## src/rtl/if_pkg.sv

```systemverilog
// Shared types and constants for the instruction fetch controller.
package if_pkg;

  localparam int INSTR_W = 32;
  localparam int ENTRY_W = 2 * INSTR_W;
  localparam logic [31:0] PC_STEP = 32'd4;

  typedef enum logic [1:0] {
    S_IDLE  = 2'd0,
    S_FETCH = 2'd1,
    S_FAULT = 2'd2
  } fetch_state_t;

  // True when the word index of a byte address lies inside the populated memory.
  function automatic logic word_in_range(input logic [31:0] pc, input int unsigned mem_words);
    return {2'b00, pc[31:2]} < mem_words;
  endfunction

endpackage

```

## src/rtl/if_prefetch_fifo.sv

```systemverilog
// Prefetch queue holding {pc, instr} entries with a combinational head and a flush.
module if_prefetch_fifo
  import if_pkg::*;
#(
  parameter int unsigned DEPTH = 2,
  localparam int PTR_W = $clog2(DEPTH),
  localparam int CNT_W = PTR_W + 1
) (
  input  logic               clk,
  input  logic               rst_n,
  input  logic               flush,
  input  logic               push,
  input  logic               pop,
  input  logic [ENTRY_W-1:0] wdata,
  output logic [CNT_W-1:0]   count,
  output logic               full,
  output logic               empty,
  output logic [ENTRY_W-1:0] head
);

  logic [ENTRY_W-1:0] mem [DEPTH];
  logic [PTR_W-1:0]   head_ptr_reg;
  logic [PTR_W-1:0]   tail_ptr_reg;
  logic [CNT_W-1:0]   count_reg;
  logic               push_ok;
  logic               pop_ok;

  assign full  = (count_reg == CNT_W'(DEPTH));
  assign empty = (count_reg == '0);
  assign count = count_reg;
  assign head  = mem[head_ptr_reg];

  // A push into a full queue is only legal when the head leaves in the same cycle.
  assign push_ok = push && !flush && (!full || pop);
  assign pop_ok  = pop && !flush && !empty;

  always_ff @(posedge clk) begin
    if (push_ok) begin
      mem[tail_ptr_reg] <= wdata;
    end
  end

  always_ff @(posedge clk or negedge rst_n) begin
    if (!rst_n) begin
      head_ptr_reg <= '0;
      tail_ptr_reg <= '0;
      count_reg    <= '0;
    end else if (flush) begin
      head_ptr_reg <= '0;
      tail_ptr_reg <= '0;
      count_reg    <= '0;
    end else begin
      if (push_ok) tail_ptr_reg <= tail_ptr_reg + PTR_W'(1);
      if (pop_ok)  head_ptr_reg <= head_ptr_reg + PTR_W'(1);
      case ({push_ok, pop_ok})
        2'b10:   count_reg <= count_reg + CNT_W'(1);
        2'b01:   count_reg <= count_reg - CNT_W'(1);
        default: count_reg <= count_reg;
      endcase
    end
  end

endmodule

```

## src/rtl/if_fetch_ctrl.sv

```systemverilog
// IF-stage fetch controller: owns the fetch PC, fills the prefetch queue and
// hands instructions to ID, with redirect flush and out-of-range fault stop.
module if_fetch_ctrl
  import if_pkg::*;
#(
  parameter logic [31:0] RESET_PC  = 32'h0000_0000,
  parameter int unsigned DEPTH     = 2,
  parameter int unsigned MEM_WORDS = 256
) (
  input  logic        clk_i,
  input  logic        rst_i,
  input  logic        fetch_en_i,
  output logic [31:0] imem_addr_o,
  input  logic [31:0] imem_instr_i,
  input  logic        redirect_i,
  input  logic [31:0] redirect_pc_i,
  output logic        id_valid_o,
  input  logic        id_ready_i,
  output logic [31:0] id_instr_o,
  output logic [31:0] id_pc_o,
  output logic [31:0] id_pc4_o,
  output logic        fault_o,
  output logic        misalign_o,
  output logic [31:0] retired_cnt_o
);

  localparam int CNT_W = $clog2(DEPTH) + 1;

  fetch_state_t       state_reg;
  logic [31:0]        fetch_pc_reg;
  logic               misalign_reg;
  logic [31:0]        retired_reg;

  logic               fifo_full;
  logic               fifo_empty;
  logic [CNT_W-1:0]   fifo_level_unused;
  logic [ENTRY_W-1:0] fifo_head;

  logic               pop;
  logic               can_push;
  logic               push;
  logic [31:0]        pc_plus4;
  logic [31:0]        redirect_target;

  assign id_valid_o = !fifo_empty;
  assign pop        = id_valid_o && id_ready_i && !redirect_i;
  assign can_push   = !fifo_full || pop;
  // Push uses the live enable, so dropping fetch_en_i suppresses the push that cycle.
  assign push       = (state_reg == S_FETCH) && fetch_en_i && can_push && !redirect_i;

  assign pc_plus4        = fetch_pc_reg + PC_STEP;
  assign redirect_target = {redirect_pc_i[31:2], 2'b00};

  if_prefetch_fifo #(
    .DEPTH(DEPTH)
  ) u_fifo (
    .clk   (clk_i),
    .rst_n (rst_i),
    .flush (redirect_i),
    .push  (push),
    .pop   (pop),
    .wdata ({fetch_pc_reg, imem_instr_i}),
    .count (fifo_level_unused),
    .full  (fifo_full),
    .empty (fifo_empty),
    .head  (fifo_head)
  );

  always_ff @(posedge clk_i or negedge rst_i) begin
    if (!rst_i) begin
      state_reg    <= S_IDLE;
      fetch_pc_reg <= RESET_PC;
      misalign_reg <= 1'b0;
      retired_reg  <= '0;
    end else begin
      misalign_reg <= 1'b0;
      if (redirect_i) begin
        fetch_pc_reg <= redirect_target;
        misalign_reg <= |redirect_pc_i[1:0];
        if (!fetch_en_i) begin
          state_reg <= S_IDLE;
        end else if (word_in_range(redirect_target, MEM_WORDS)) begin
          state_reg <= S_FETCH;
        end else begin
          state_reg <= S_FAULT;
        end
      end else begin
        if (pop) retired_reg <= retired_reg + 32'd1;
        case (state_reg)
          S_IDLE: begin
            if (fetch_en_i) begin
              state_reg <= word_in_range(fetch_pc_reg, MEM_WORDS) ? S_FETCH : S_FAULT;
            end
          end
          S_FETCH: begin
            if (!fetch_en_i) begin
              state_reg <= S_IDLE;
            end else if (push) begin
              fetch_pc_reg <= pc_plus4;
              if (!word_in_range(pc_plus4, MEM_WORDS)) state_reg <= S_FAULT;
            end
          end
          S_FAULT: begin
            state_reg <= S_FAULT;
          end
          default: begin
            state_reg <= S_IDLE;
          end
        endcase
      end
    end
  end

  assign imem_addr_o   = fetch_pc_reg;
  assign id_instr_o    = fifo_head[INSTR_W-1:0];
  assign id_pc_o       = fifo_head[ENTRY_W-1:INSTR_W];
  assign id_pc4_o      = id_pc_o + PC_STEP;
  assign fault_o       = (state_reg == S_FAULT);
  assign misalign_o    = misalign_reg;
  assign retired_cnt_o = retired_reg;

endmodule

```

## config.mk

```make
export PLATFORM = sky130hd
export DESIGN_NAME = if_fetch_ctrl
export DESIGN_NICKNAME = d
export VERILOG_FILES = /design/src/rtl/if_pkg.sv /design/src/rtl/if_prefetch_fifo.sv /design/src/rtl/if_fetch_ctrl.sv
export SDC_FILE = /design/constraint.sdc
export NUM_CORES = 1
export LEC_CHECK = 0
export CAP_MARGIN = 30
export CORE_ASPECT_RATIO = 0.7
export CORE_MARGIN = 2
export CORE_UTILIZATION = 40
export DETAILED_ROUTE_END_ITERATION = 8
export MAX_ROUTING_LAYER = met4
export PLACE_DENSITY = 0.77
export SYNTH_ARGS = -nofsm -noshare
export SYNTH_HDL_FRONTEND = slang
export SYNTH_HIERARCHICAL = 1
export SYNTH_SLANG_ARGS = --single-unit
```

## constraint.sdc

```tcl
create_clock -name clk_i -period 13.05 [get_ports clk_i]
set_input_delay 1.9575 -clock clk_i [delete_from_list [all_inputs] [get_ports clk_i]]
set_output_delay 1.9575 -clock clk_i [all_outputs]
set_load 0.05 [all_outputs]
```

After elaboration in Yosys (flattened, before gate mapping)
Memories as Yosys holds them, arrays and structs flattened.
Cells that the tools add are included.

storage, ports and cells
  bits in writable memories = 128
  output and inout bits = 163
  flip-flop bits (word level) = 71
  memories = 1

memory list
  name        words  width  rd ports  clocked after memory_dff  wr ports  RTL line                text
  u_fifo.mem  2      64     1         0                         1         if_prefetch_fifo.sv:21  logic [ENTRY_W-1:0] mem [DEPTH];

operators by class
  equality and inequality tests = 8
  add/subtract/negate cells = 7
  $lt $le $gt $ge = 3
  bitwise operators = 1
  multiplexer cells = 22
  reductions and logical operators = 25

operator list
  cell                                                                      number
  32-bit 2-to-1 mux                                                         4
  30-bit by 9-bit < comparator with 1-bit output (second input constant)    3
  32-bit by 3-bit adder with 32-bit output (second input constant)          2
  32-bit by 1-bit adder with 32-bit output (second input constant)          1
  2-bit 2-to-1 mux                                                          9
  2-bit nonzero test                                                        5
  1-bit logical AND                                                         9
  1-bit 2-to-1 mux                                                          7
  2-bit equality test (second input constant)                               3
  2-bit case mux with 3 select lines                                        1
  3-bit AND reduction                                                       2
  2-bit by 1-bit equality test with 1-bit output (second input constant)    2
  2-bit logical NOT                                                         2
  4-bit by 3-bit inequality test with 1-bit output (second input constant)  1
  4-bit inequality test (second input constant)                             1
  2-bit case mux with 2 select lines                                        1
  1-bit logical NOT                                                         3
  3-bit inequality test (second input constant)                             1
  3-bit nonzero test                                                        1
  1-bit adder (second input constant)                                       2
  2-bit by 1-bit adder with 2-bit output (second input constant)            1
  2-bit AND reduction                                                       1
  2-bit OR reduction                                                        1
  2-bit by 1-bit subtractor with 2-bit output (second input constant)       1
  other kinds (2)                                                           2

Longest topological paths before layout
  depth in word-level cells = 12
  depth in mapped cells = 10
  gate-level depth less buffers = 9

Hierarchy
Netlist, hierarchy kept.

by module, submodules not included
  module            cells each  instances  area each (um^2)
  if_prefetch_fifo  224         1          4853.4
  if_fetch_ctrl     499         1          4290.4

Worst setup path after synthesis
OpenSTA, ideal clock, no wires.

  path type = in2reg
  start point = in redirect_i
  end point = mem u_fifo/mem[1][0] (netlist name) (enable)
  stages = 7
  arrival time = 7852 ps
  buffers on the path = 1
  path slack = 4620 ps
  path through = or3b_1 > buf_2 > a21o_1 > nor2_1 > inv_1 > a21o_1 > nor3b_1

on the way
  cells in the longest elaborated chain, start to end = 9

RTL lines
  what                                        RTL line                                  text
  from (decl)                                 if_fetch_ctrl.sv:15                       input logic redirect_i,
  1-bit logical NOT (*)                       if_fetch_ctrl.sv:46, if_fetch_ctrl.sv:49
  1-bit logical AND                           if_fetch_ctrl.sv:46                       assign pop = id_valid_o && id_ready_i && !redirect_i;
  1-bit logical OR                            if_fetch_ctrl.sv:47                       assign can_push = !fifo_full || pop;
  1-bit logical AND                           if_fetch_ctrl.sv:49                       assign push = (state_reg == S_FETCH) && fetch_en_i && can_push && !redirect_i;
  1-bit logical AND (*)                       if_fetch_ctrl.sv:49
  net push                                    if_fetch_ctrl.sv:41                       logic push;
  1-bit logical AND (*) (2 in a row)          if_prefetch_fifo.sv:34                    assign push_ok = push && !flush && (!full || pop);
  1-bit 2-to-1 mux (*)                        if_prefetch_fifo.sv:38                    if (push_ok) begin
  1-bit 2-to-1 mux (implied by the code) (*)  if_prefetch_fifo.sv:39                    mem[tail_ptr_reg] <= wdata;
  to (decl)                                   if_prefetch_fifo.sv:21

The timed path passes the listed nets; every way through them passes the cells marked *.

Final worst setup path
  start point = reg u_fifo.head_ptr_reg
  end point = out id_pc4_o[31]

on the way
  cells in the longest elaborated chain, start to end = 2

RTL lines
  what                                      RTL line                text
  from (decl)                               if_prefetch_fifo.sv:22  logic [PTR_W-1:0] head_ptr_reg;
  from (signal assigned)                    if_prefetch_fifo.sv:54  if (pop_ok) head_ptr_reg <= head_ptr_reg + PTR_W'(1);
  memory 2 x 64 bit                         --
  32-bit by 3-bit adder with 32-bit output  if_fetch_ctrl.sv:117    assign id_pc4_o = id_pc_o + PC_STEP;
  to (decl)                                 if_fetch_ctrl.sv:21     output logic [31:0] id_pc4_o,

No other way between the ends.

==> flow_summary.ini <==
[outcome]
status = complete, no violations

[place]
io_buffers = 229
hpwl_mm = 16.5
place_congestion = 0.860

[critical_path]
crit_type = register to output port
reg2reg_slack_ns = 9.68
startpoint_type = register
r2r_start = u_fifo/count[0]
cp.arrival_ns = 4.47
cp-startpoint = u_fifo/head_ptr_reg
worst_ep_required_time_ns = 11.09
endpoint_kind = output port
critPathMaxFanout = 38

[logic_synthesis]
seq_area_frac_synth_pct = 60.9
ys_top_cells_by_area = edfxtp_1, dfrtp_1, mux2_2, xnor2_1, xor2_1
synth_top_cell_area_share_pct = 42.0
syn-instance-count = 723
synth_edf_count = 128
synth.most_common_cell = edfxtp_1
syn_area_um2 = 9140
synth_largest_area_cell = edfxtp_1
syn_area_per_cell_um2 = 12.6
synth_cell_types = 62
async_flop_share_pct = 35.0
synth_flop_cell = edfxtp_1
synth_common_cells = edfxtp_1, nand2_1, dfrtp_1
synth_warnings = 6
synth.ff_latch_count = 197

[layout]
regArea_um2 = 5570
fin_nets = 1024
synthToLayoutAreaGrowth_pct = 34.5
drive_above_1_share_pct = 10.9
regMostFlops = u_fifo/mem
num-fill-cells = 1906
antennaDiodeCount = 0
multi_input_area_um2 = 3400
largest_reg_flops = 128
utilization_pct = 54.5

[routing]
wl_mm = 23.4
postRouteAntennaNets = 0
vias = 6500
vias_per_cell = 5.09
first_iter_violations = 423
drc = 0
drtPass1Iterations = 5
drt-wirelength-per-cell_um = 18.3

[clocking]
cts_setup_buffers = 0
post_cts_resized = 0
cts_num_sinks = 197
cts_hold_buffers = 0
tritoncts = yes
clockBufferDepth = 2
cts.clk_slew.worst_paths_ns = 0.07
worst_skew_pair.late_latency_ns = 0.43
numCtsBuffers = 17
clockRootBuffer = clkbuf_16
h-tree-depth = 4

[grt]
grt_pass1_wl_mm = 35.3
grtUsageMet2_pct = 30.2
antenna_found_initial = 0
grt_max_degree = 76
gr-usage-all-layers_pct = 20.1
grt_pass1_vias = 6136
top_usage_layer = met2
met1_usage_pct = 26.7
overflow = 0
grt_use_met3_pct = 5.93

[timing]
maxSlewViolCount = 0
fin_setup_tns_ns = 0
tightestPinTransition_ns = 0.959
hold_viol_final = 0
fmax_mhz = 156
period_share_pct = 49.3
rsz0062_at_grt = false
fin_worst_skew_ns = 0.00871
setup_viol = 0
relSlewSlack_pct = 36.1
post-route-min-period_ns = 6.43

[power]
clock_power_share_pct = 38.6
power.switching_uw = 334
ir_drop_uv = 84.8
power.internal_uw = 993
pwr-share-seq_pct = 52.9
powerDensity_nw_per_um2 = 108
cellLeakagePower_uw = 0.00437
switching_share_pct = 25.2
finalPower_uw = 1330
power_frac_comb_pct = 8.5

[floorplanning]
coreArea_um2 = 22600
die_w_um = 185
fp-row-count = 46
die_area_um2 = 24100
die_y_um = 130
start_util_pct = 40.5
io_pins = 232

[run]
drv_cap = 0

[hold_path]
min_from = retired_cnt_o[31]
hold_path_class = register to register
worst max-delay path: stages (launching register included):
cell	delay (ns)
dfrtp_2	0.98
mux2_2	0.38
and4_1	0.28
nand4_1	0.21
nor2_1	0.30
nand2_1	0.21
nor3_1	0.46
nand3_1	0.17
xnor2_1	0.19
clkdlybuf4s50_1	0.85
cell type report:
cell class              count  area share (%)
inverters                  13           0.397
clock inverters            14            1.14
multi-input cells         489            27.6
repair buffers            234            18.9
clock buffers              18            3.49
well taps                 312            3.17
flip-flops and latches    197            45.3
power groups by stage:
stage | sequential (uW) | combinational (uW) | clock (uW)
floorplan | 734 | 33.5 | 0
global placement | 714 | 112 | 0
detailed placement | 715 | 113 | 0
CTS | 702 | 114 | 528
global route | 704 | 121 | 553
finish | 702 | 113 | 512
kinds of logic (layout without fill, tap and decap cells):
group           Yosys count  in the layout  synth area share [%]
mux                      68             68                  8.40
flops                   197            197                  60.9
compound gates           57             57                  4.13
other cells               1              6                0.0410
fa+ha+maj                 3              3                 0.411
xor+xnor                 91             91                  8.72
buf+inv                  42            279                  2.23
simple gates            264            264                  15.1
stage by stage:
step	instances	hold WS [ns]	instance area, um2	setup slack, ns
floorplan	728	0.593	9160	4.62
global placement	1245	0.459	11700	7.08
detailed placement	1245	0.473	11700	6.95
CTS	1277	0.483	12300	6.47
global route	1277	0.487	12300	6.28
finish	1277	0.475	12300	6.62
cells in the final DEF, fill, tap and decap left out, types with 17 or more instances in the layout:
cell	synthesis	layout
clkbuf_16	0	17
clkdlybuf4s50_1	0	227
nand2_1	79	79
nand3_1	33	33
o21ai_1	29	29
mux2_1	22	22
nand4_1	30	30
mux2_2	44	44
xor2_1	42	42
dfrtp_1	69	68
edfxtp_1	128	128
xnor2_1	49	49
nor2_1	40	40
worst paths after layout:
kind                                        to  cells after the start
setup / recovery                  id_pc4_o[31]                      9
max in group asynchronous  u_fifo/head_ptr_reg                      2
hold reg to reg              retired_cnt_o[31]                      1
min in group asynchronous           misalign_o                      2
hold / removal               retired_cnt_o[31]                      1
setup reg to reg             u_fifo/mem[1][35]                      8
layer usage:
metal  wire (um)  part of all wire [%]
met1       10400                    44
met2       10600                    46
met3        2160                   9.2
met4         189                  0.81
met5           0                     0
No activity file was read; power rests on OpenSTA's default activity.
